==> src/rtl/gs_recip_scaler_if.sv <==
// Handshake/bus bundle for gs_recip_scaler.
//   slave  : the scaler's view (reciprocal + numerator in, result/status out)
//   master : the driving/consuming environment's view
interface gs_recip_scaler_if #(
    parameter int unsigned NUM_W = 32,
    parameter int unsigned CNT_W = 8
);
    logic             i_recip_valid;
    logic [31:0]      i_recip;
    logic             i_clear;
    logic             i_num_valid;
    logic [NUM_W-1:0] i_num;
    logic             o_num_ready;
    logic             o_valid;
    logic [NUM_W-1:0] o_result;
    logic             i_out_ready;
    logic             o_armed;
    logic [CNT_W-1:0] o_count;

    modport slave (
        input  i_recip_valid, i_recip, i_clear, i_num_valid, i_num, i_out_ready,
        output o_num_ready, o_valid, o_result, o_armed, o_count
    );

    modport master (
        output i_recip_valid, i_recip, i_clear, i_num_valid, i_num, i_out_ready,
        input  o_num_ready, o_valid, o_result, o_armed, o_count
    );
endinterface

==> src/rtl/gs_recip_scaler.sv <==
// Gauss-Seidel reciprocal scaler: captures the S1.30 reciprocal of a_ii once,
// then multiplies each residual numerator by it (2-stage pipeline, round half
// up, saturate) to produce x_i.
// Ports:
//   i_clk, i_reset        : clock, synchronous active-high reset
//   bus.i_recip_valid/i_recip : reciprocal offer (first valid cycle captured)
//   bus.i_clear           : flush pipeline, drop reciprocal, re-arm
//   bus.i_num_valid/i_num/o_num_ready : numerator handshake
//   bus.o_valid/o_result/i_out_ready  : result handshake
//   bus.o_armed           : reciprocal held
//   bus.o_count           : results delivered since last capture
module gs_recip_scaler #(
    parameter int unsigned NUM_W = 32,
    parameter int unsigned FRAC  = 16,
    parameter int unsigned CNT_W = 8
) (
    input  logic                  i_clk,
    input  logic                  i_reset,
    gs_recip_scaler_if.slave      bus
);
    localparam int unsigned RECIP_W    = 32;
    localparam int unsigned RECIP_FRAC = 30;
    localparam int unsigned PROD_W     = NUM_W + RECIP_W;
    // Product carries FRAC+30 fraction bits; the result keeps FRAC of them.
    localparam int unsigned PROD_FRAC  = FRAC + RECIP_FRAC;
    localparam int unsigned SHIFT      = PROD_FRAC - FRAC;

    localparam logic signed [PROD_W-1:0] ROUND_HALF = PROD_W'(1) << (SHIFT - 1);
    localparam logic signed [PROD_W-1:0] RES_MAX =
        {{(PROD_W-NUM_W+1){1'b0}}, {(NUM_W-1){1'b1}}};
    localparam logic signed [PROD_W-1:0] RES_MIN =
        {{(PROD_W-NUM_W+1){1'b1}}, {(NUM_W-1){1'b0}}};

    typedef enum logic [0:0] {
        WAIT_RECIP = 1'b0,
        RUN        = 1'b1
    } state_t;

    state_t                    state_q,    state_d;
    logic signed [RECIP_W-1:0] recip_q,    recip_d;
    logic                      s1_valid_q, s1_valid_d;
    logic signed [PROD_W-1:0]  s1_prod_q,  s1_prod_d;
    logic                      s2_valid_q, s2_valid_d;
    logic [NUM_W-1:0]          result_q,   result_d;
    logic [CNT_W-1:0]          count_q,    count_d;

    logic                      adv;
    logic                      num_ready_c;
    logic                      accept;
    logic signed [NUM_W-1:0]   num_s;
    logic signed [PROD_W-1:0]  rounded;

    assign num_s = bus.i_num;

    // Next-state, pipeline and counter logic.
    always_comb begin
        state_d    = state_q;
        recip_d    = recip_q;
        s1_valid_d = s1_valid_q;
        s1_prod_d  = s1_prod_q;
        s2_valid_d = s2_valid_q;
        result_d   = result_q;
        count_d    = count_q;

        // Both stages move together whenever the output slot can drain.
        adv         = !s2_valid_q || bus.i_out_ready;
        num_ready_c = (state_q == RUN) && adv && !bus.i_clear && !i_reset;
        accept      = bus.i_num_valid && num_ready_c;

        // Arithmetic shift after adding one half: ties round toward +inf.
        rounded = (s1_prod_q + ROUND_HALF) >>> SHIFT;

        if (adv) begin
            s1_valid_d = accept;
            if (accept) begin
                s1_prod_d = PROD_W'(num_s) * PROD_W'(recip_q);
            end
            s2_valid_d = s1_valid_q;
            if (s1_valid_q) begin
                if (rounded > RES_MAX) begin
                    result_d = {1'b0, {(NUM_W-1){1'b1}}};
                end else if (rounded < RES_MIN) begin
                    result_d = {1'b1, {(NUM_W-1){1'b0}}};
                end else begin
                    result_d = rounded[NUM_W-1:0];
                end
            end
        end

        if (s2_valid_q && bus.i_out_ready) begin
            count_d = count_q + CNT_W'(1);
        end

        if (state_q == WAIT_RECIP && bus.i_recip_valid) begin
            recip_d = bus.i_recip;
            state_d = RUN;
            count_d = '0;
        end

        // Clear overrides capture, accept and handshake in the same cycle.
        if (bus.i_clear) begin
            state_d    = WAIT_RECIP;
            recip_d    = '0;
            s1_valid_d = 1'b0;
            s2_valid_d = 1'b0;
            result_d   = '0;
            count_d    = '0;
        end
    end

    // State and pipeline registers.
    always_ff @(posedge i_clk) begin
        if (i_reset) begin
            state_q    <= WAIT_RECIP;
            recip_q    <= '0;
            s1_valid_q <= 1'b0;
            s1_prod_q  <= '0;
            s2_valid_q <= 1'b0;
            result_q   <= '0;
            count_q    <= '0;
        end else begin
            state_q    <= state_d;
            recip_q    <= recip_d;
            s1_valid_q <= s1_valid_d;
            s1_prod_q  <= s1_prod_d;
            s2_valid_q <= s2_valid_d;
            result_q   <= result_d;
            count_q    <= count_d;
        end
    end

    assign bus.o_num_ready = num_ready_c;
    assign bus.o_valid     = s2_valid_q;
    assign bus.o_result    = result_q;
    assign bus.o_armed     = (state_q == RUN);
    assign bus.o_count     = count_q;
endmodule
==> src/flat_wrapper.sv <==
// flat-port wrapper written by rule: the top's interface ports become plain ports
module gs_recip_scaler_flat 
#(
    parameter int unsigned NUM_W = 32,
    parameter int unsigned FRAC  = 16,
    parameter int unsigned CNT_W = 8
)
  (i_clk, i_reset, bus_i_recip_valid, bus_i_recip, bus_i_clear, bus_i_num_valid, bus_i_num, bus_i_out_ready, bus_o_num_ready, bus_o_valid, bus_o_result, bus_o_armed, bus_o_count);
  gs_recip_scaler_if #(.NUM_W(NUM_W), .CNT_W(CNT_W)) bus_i ();
  input  logic i_clk;
  input  logic i_reset;
  input wire logic [$bits(bus_i.i_recip_valid)-1:0] bus_i_recip_valid;
  input wire logic [$bits(bus_i.i_recip)-1:0] bus_i_recip;
  input wire logic [$bits(bus_i.i_clear)-1:0] bus_i_clear;
  input wire logic [$bits(bus_i.i_num_valid)-1:0] bus_i_num_valid;
  input wire logic [$bits(bus_i.i_num)-1:0] bus_i_num;
  input wire logic [$bits(bus_i.i_out_ready)-1:0] bus_i_out_ready;
  output wire logic [$bits(bus_i.o_num_ready)-1:0] bus_o_num_ready;
  output wire logic [$bits(bus_i.o_valid)-1:0] bus_o_valid;
  output wire logic [$bits(bus_i.o_result)-1:0] bus_o_result;
  output wire logic [$bits(bus_i.o_armed)-1:0] bus_o_armed;
  output wire logic [$bits(bus_i.o_count)-1:0] bus_o_count;
  assign bus_i.i_recip_valid = bus_i_recip_valid;
  assign bus_i.i_recip = bus_i_recip;
  assign bus_i.i_clear = bus_i_clear;
  assign bus_i.i_num_valid = bus_i_num_valid;
  assign bus_i.i_num = bus_i_num;
  assign bus_i.i_out_ready = bus_i_out_ready;
  assign bus_o_num_ready = bus_i.o_num_ready;
  assign bus_o_valid = bus_i.o_valid;
  assign bus_o_result = bus_i.o_result;
  assign bus_o_armed = bus_i.o_armed;
  assign bus_o_count = bus_i.o_count;
  gs_recip_scaler #(.NUM_W(NUM_W), .FRAC(FRAC), .CNT_W(CNT_W)) u_core (.i_clk(i_clk), .i_reset(i_reset), .bus(bus_i));
endmodule
==> config.mk <==
export PLATFORM = sky130hd
export DESIGN_NAME = gs_recip_scaler_flat
export DESIGN_NICKNAME = d
export VERILOG_FILES = /design/src/rtl/gs_recip_scaler_if.sv /design/src/rtl/gs_recip_scaler.sv /design/src/flat_wrapper.sv
export SDC_FILE = /design/constraint.sdc
export NUM_CORES = 2
export LEC_CHECK = 0
export CAP_MARGIN = 10
export CELL_PAD_IN_SITES_DETAIL_PLACEMENT = 0
export CELL_PAD_IN_SITES_GLOBAL_PLACEMENT = 1
export CORE_ASPECT_RATIO = 0.5
export CORE_MARGIN = 5
export CORE_UTILIZATION = 55
export DETAILED_ROUTE_END_ITERATION = 16
export PLACE_DENSITY_LB_ADDON = 0.1
export SYNTH_ARGS = -nofsm -noshare
export SYNTH_HDL_FRONTEND = slang
export SYNTH_SLANG_ARGS = --single-unit
==> constraint.sdc <==
create_clock -name i_clk -period 16.26 [get_ports i_clk]
set_input_delay 1.626 -clock i_clk [delete_from_list [all_inputs] [get_ports i_clk]]
set_output_delay 1.626 -clock i_clk [all_outputs]
set_load 0.05 [all_outputs]
## Yosys cells after proc, flatten, opt, wreduce, memory -nomap -nowiden

Cells that the tools add are included.
Widths: inputs -> output; s select.

| cells by class | value |
|---|---|
| bitwise operators | 1 |
| order comparisons | 2 |
| mux-type cells | 2 |
| $add $sub $neg | 2 |
| multipliers | 1 |
| reduce and logical (&&, ||, !) cells | 14 |

Operators with widths:

| cell | count |
|---|---|
| $add 64x31->64 const B | 1 |
| $mul 32x32->64 | 1 |
| $mux 32 | 2 |
| $gt 34x32->1 const B | 1 |
| $lt 34x32->1 const B | 1 |
| $add 8x1->8 const B | 1 |
| $logic_and 1x1->1 | 6 |
| $reduce_and 2->1 | 2 |
| $logic_not 1->1 | 3 |
| $reduce_or 3->1 | 1 |
| $reduce_or 2->1 | 1 |
| $logic_or 1x1->1 | 1 |
| $not 1->1 | 1 |

| storage, ports and cells | value |
|---|---|
| logic and storage cells | 29 |
| bits in registers | 139 |

## Depth between registers and ports, before layout

| depth | value |
|---|---|
| depth after elaboration | 7 |
| mapped depth | 28 |

## Worst setup path before layout

OpenSTA, ideal clock, no wires.

| path | value |
|---|---|
| path type | input to register |
| from | input port bus_i_num[31] |
| to | register u_core.s1_prod_q[57] |
| setup time | 129 ps |
| path slack | 7,317 ps |
| path buffers | 2 |
| arrival time | 8,814 ps |
| stages on the path | 25 |
| required time | 16,131 ps |
| path through | clkbuf_1 -> nand2_1 -> inv_1 -> fa_1 -> inv_1 -> fa_1 -> inv_1 -> fa_1 -> fa_1 -> inv_1 -> fa_1 -> inv_1 -> fa_1 -> fa_1 -> fa_1 -> ha_1 -> clkbuf_1 -> a21oi_1 -> o21bai_1 -> a221o_1 -> a21boi_0 -> o21ai_0 -> a41oi_1 -> xor2_1 -> o21ai_0 |

| on the way | value |
|---|---|
| cells in the longest elaborated chain, start to end | 1 |

Ends and longest elaborated chain:

| element | line | source |
|---|---|---|
| from (decl) | flat_wrapper.sv:16 | `input wire logic [$bits(bus_i.i_num)-1:0] bus_i_num;` |
| $mul 32x32->64 | gs_recip_scaler.sv:76 | `s1_prod_d = PROD_W'(num_s) * PROD_W'(recip_q);` |
| to (signal assigned) | gs_recip_scaler.sv:125 | `s1_prod_q <= s1_prod_d;` |
| to (decl) | gs_recip_scaler.sv:42 | `logic signed [PROD_W-1:0] s1_prod_q, s1_prod_d;` |

Every way passes these cells.
A chain may end at the register's enable or synchronous reset.

## Final worst setup path

Ends and elaborated chain as after synthesis.

==> metrics.md <==
| Metric | Value |
|---|---|
| Cell accounting for the most synthesized area | `fa_1` |
| Top cell type's share of synthesized area | `0.531` |
| CTS tree | `yes` |
| Initial Util | `0.556` |
| Share of cells above drive strength 1 | `0.0329` |
| Commonest cells in the synthesized netlist | `fa_1 (1081), inv_1 (996), nand2_1 (642), and2_1 (514), clkbuf_1 (243)` |
| GP Congestion | `0.926` |
| Largest net degree at the start of global routing | `50` |
| # clock sinks | `110` |
| Fin crit period | `10.09 ns` |
| Setup crit end kind | `register` |
| Crit path max fanout | `32` |
| Post-CTS setup buffers | `0` |
| Cell count after synthesis | `4424` |
| Cts-stage hold buffer count | `0` |
| Syn Nets | `5757` |
| Clock Tree Buf Depth | `2` |
| Hold Startpoint | `u_core.s1_valid_q` |
| Yosys reg bits | `110` |
| Routed Antenna Nets | `0` |
| Syn avg cell area | `9.21 µm²` |
| Max Clock Freq | `99.2 MHz` |
| Reg2Reg Launch Point | `u_core.recip_q[5]` |
| RSZ-0062 raised after global routing | `no` |
| Final setup fails | `0` |
| CTS root buf | `clkbuf_16` |
| Die W | `395 µm` |
| First-pass GRT wire length | `186000 µm` |
| Top_reg_cell synth | `dfxtp_1` |
| Tcrit/Tclk final | `0.620` |
| DRC | `0` |
| Max Slew Vio Count | `0` |
| Slew HR | `0.189` |
| Drt pass-1 iters | `5` |
| All-Layer GR Usage | `0.300` |
| Port Buffer Count | `112` |
| Clock slew at reported path FFs | `0.09 ns` |
| Most frequent cell after synthesis | `fa_1` |
| Status | `finished, final reports clean` |
| Die height | `202 µm` |
| Min-delay worst type | `register to register` |
| Worst EP arrival | `10.35 ns` |
| TritonCTS buffer count | `9` |
| Core Box Area | `0.0732 mm²` |
| Placed instance count | `5303` |
| Sequential share of the synthesized area | `0.0541` |
| Vias | `29353` |
| Final HPWL DP | `85800 µm` |
| Initial antenna violation count | `2` |
| Max cap viols | `0` |
| Wire per inst | `21.4 µm` |
| Synth async-reset ratio | `0` |
| Vias/cell | `5.52` |
| VDD IR max | `89.3 µV` |
| Critical Path RT | `16.52 ns` |
| Fin. Hold Viols | `0` |
| CP startpoint kind | `primary input` |
| Number of global-route vias before repair | `32930` |
| Rows | `70` |
| Number of synthesis warnings | `0` |
| Die ar. | `0.0799 mm²` |
| Drt total wl | `114000 µm` |
| Pre-CTS WS | `5.83 ns` |
| Syn Std Cell Area | `0.0407 mm²` |
| Fin worst setup slack | `6.17 ns` |
| Crit Path Class | `primary input to register` |
| Leading post-synthesis cells by cell area | `fa_1 (53%), inv_1 (9.2%), and2_1 (7.9%)` |
| Layout Area Growth over Synthesis | `4.85%` |
| 1st-iter DRT viols | `1859` |
| Layout net count | `5675` |
| PostCTS Resize Cnt | `0` |
| Clock H-tree levels | `3` |
| Pwr Total | `2730 µW` |
| Clk Latency, worst-skew pair | `0.40 ns` |
| Worst Clk Skew | `0.0227 ns` |
| Synth unique cells | `69` |
| I/O pin count | `113` |
| GR Overflow Total | `0` |
| P per Cell Area | `64.0 mW/mm²` |
| Setup tns final | `0 ns` |
| Fin cells | `5321` |
| Measured slew at the worst slew-check pin | `1.22 ns` |
| Leak | `0.0208 µW` |
| Post-synth EDFFs | `0` |
| Crit path from | `bus_i_num[31]` |
[layout by cell type, fill, tap and decap left out, drive strengths merged, types with 3 or more instances in the layout]
cell type	instances
o31ai	36
o21bai	8
dfxtp	110
o41ai	3
nor3	14
clkbuf	10
o21a	5
a21oi	141
nand2b	10
nor2b	28
o31a	3
xor2	34
ha	182
inv	998
a221o	3
nand3	28
fa	1081
nand4	30
clkdlybuf4s50	98
or2	3
and2	514
a211oi	6
o21ai	84
nor4	7
clkinv	3
or3	3
buf	68
nand2	642
and4	5
a21o	26
o211ai	5
a31oi	8
and3	10
nand3b	12
nor2	52
xnor2	53
[metal layers]
layer  global-route usage  wire length (µm)  vias to the layer above
met5                    0                 0                        -
met3               0.0498              7280                      228
met2                0.515             55700                      928
met1                0.398             47200                    15495
met4               0.0848              3550                        0
li1                     -                 -                    12702
[cells by family after synthesis]
group | after synthesis | synth area share
DFF | 110 | 0.0541
and+or+nand+nor | 1362 | 0.168
muxes | 3 | 0.000768
xor gates and xnor gates | 87 | 0.0187
buffers and inverters | 1255 | 0.117
adders and majority gates | 1263 | 0.587
AOI/OAI and AO/OA | 344 | 0.0542
[worst paths after layout]
check / endpoint / cells past startpoint / slack (ns)
max: u_core.s1_prod_q[57] / 25 / 6.17
min: u_core.bus.o_valid / 2 / 0.47
max reg2reg: u_core.s1_prod_q[57] / 24 / 7.37
min reg2reg: u_core.bus.o_valid / 2 / 0.47
[report_power, final]
group          switching [µW]  leakage, µW  internal [µW]
Combinational            1370       0.0197            818
Clock                     133     0.000142            109
Sequential               19.5     0.000893            279
Total                    1530       0.0208           1210
[final cells by class]
| cell class | count | area [µm²] |
|---|---|---|
| Clock inverter | 6 | 67.6 |
| Timing Repair Buffer | 166 | 1460 |
| Multi-Input combinational cell | 3059 | 33800 |
| Sequential cell | 110 | 2210 |
| Antenna cell | 2 | 5.00 |
| Fill cell | 6617 | 30500 |
| Inverter | 996 | 3740 |
| Clock buffer | 10 | 229 |
| Tap cell | 972 | 1220 |
[through the flow]
step | utilization | hold slack, ns | instance area (µm²)
2_1_floorplan | - | 0.434 | 40700
3_3_place_gp | 0.579 | 0.448 | 42400
3_5_place_dp | 0.579 | 0.461 | 42400
4_1_cts | 0.583 | 0.474 | 42700
5_1_grt | 0.583 | 0.490 | 42700
6_report | 0.583 | 0.471 | 42700
[flip-flops by register name, indices dropped and copies added, names as in the netlist]
name and flops:
u_core.recip_q 32, u_core.s1_valid_q 1, u_core.s1_prod_q 35, u_core.bus.o_count 8, u_core.bus.o_result 32, u_core.bus.o_armed 1
u_core.bus.o_valid 1
[worst max-delay path, cell delays in order]
cell and delay (ns):
clkdlybuf4s50_1 0.45, buf_4 0.33, nand2_1 0.20, inv_1 0.14, fa_1 0.39, inv_1 0.23, fa_1 0.47, inv_1 0.23
fa_1 0.51, fa_1 0.95, inv_1 0.40, fa_1 0.58, inv_1 0.06, fa_1 0.54, fa_1 0.43, fa_1 0.47
ha_1 0.41, a21oi_1 0.36, o21bai_1 0.10, a221o_1 0.37, a21boi_0 0.16, o21ai_0 0.30, a41oi_1 0.36, xor2_1 0.16
o21ai_0 0.08
Power figures use the tool's default switching activity.
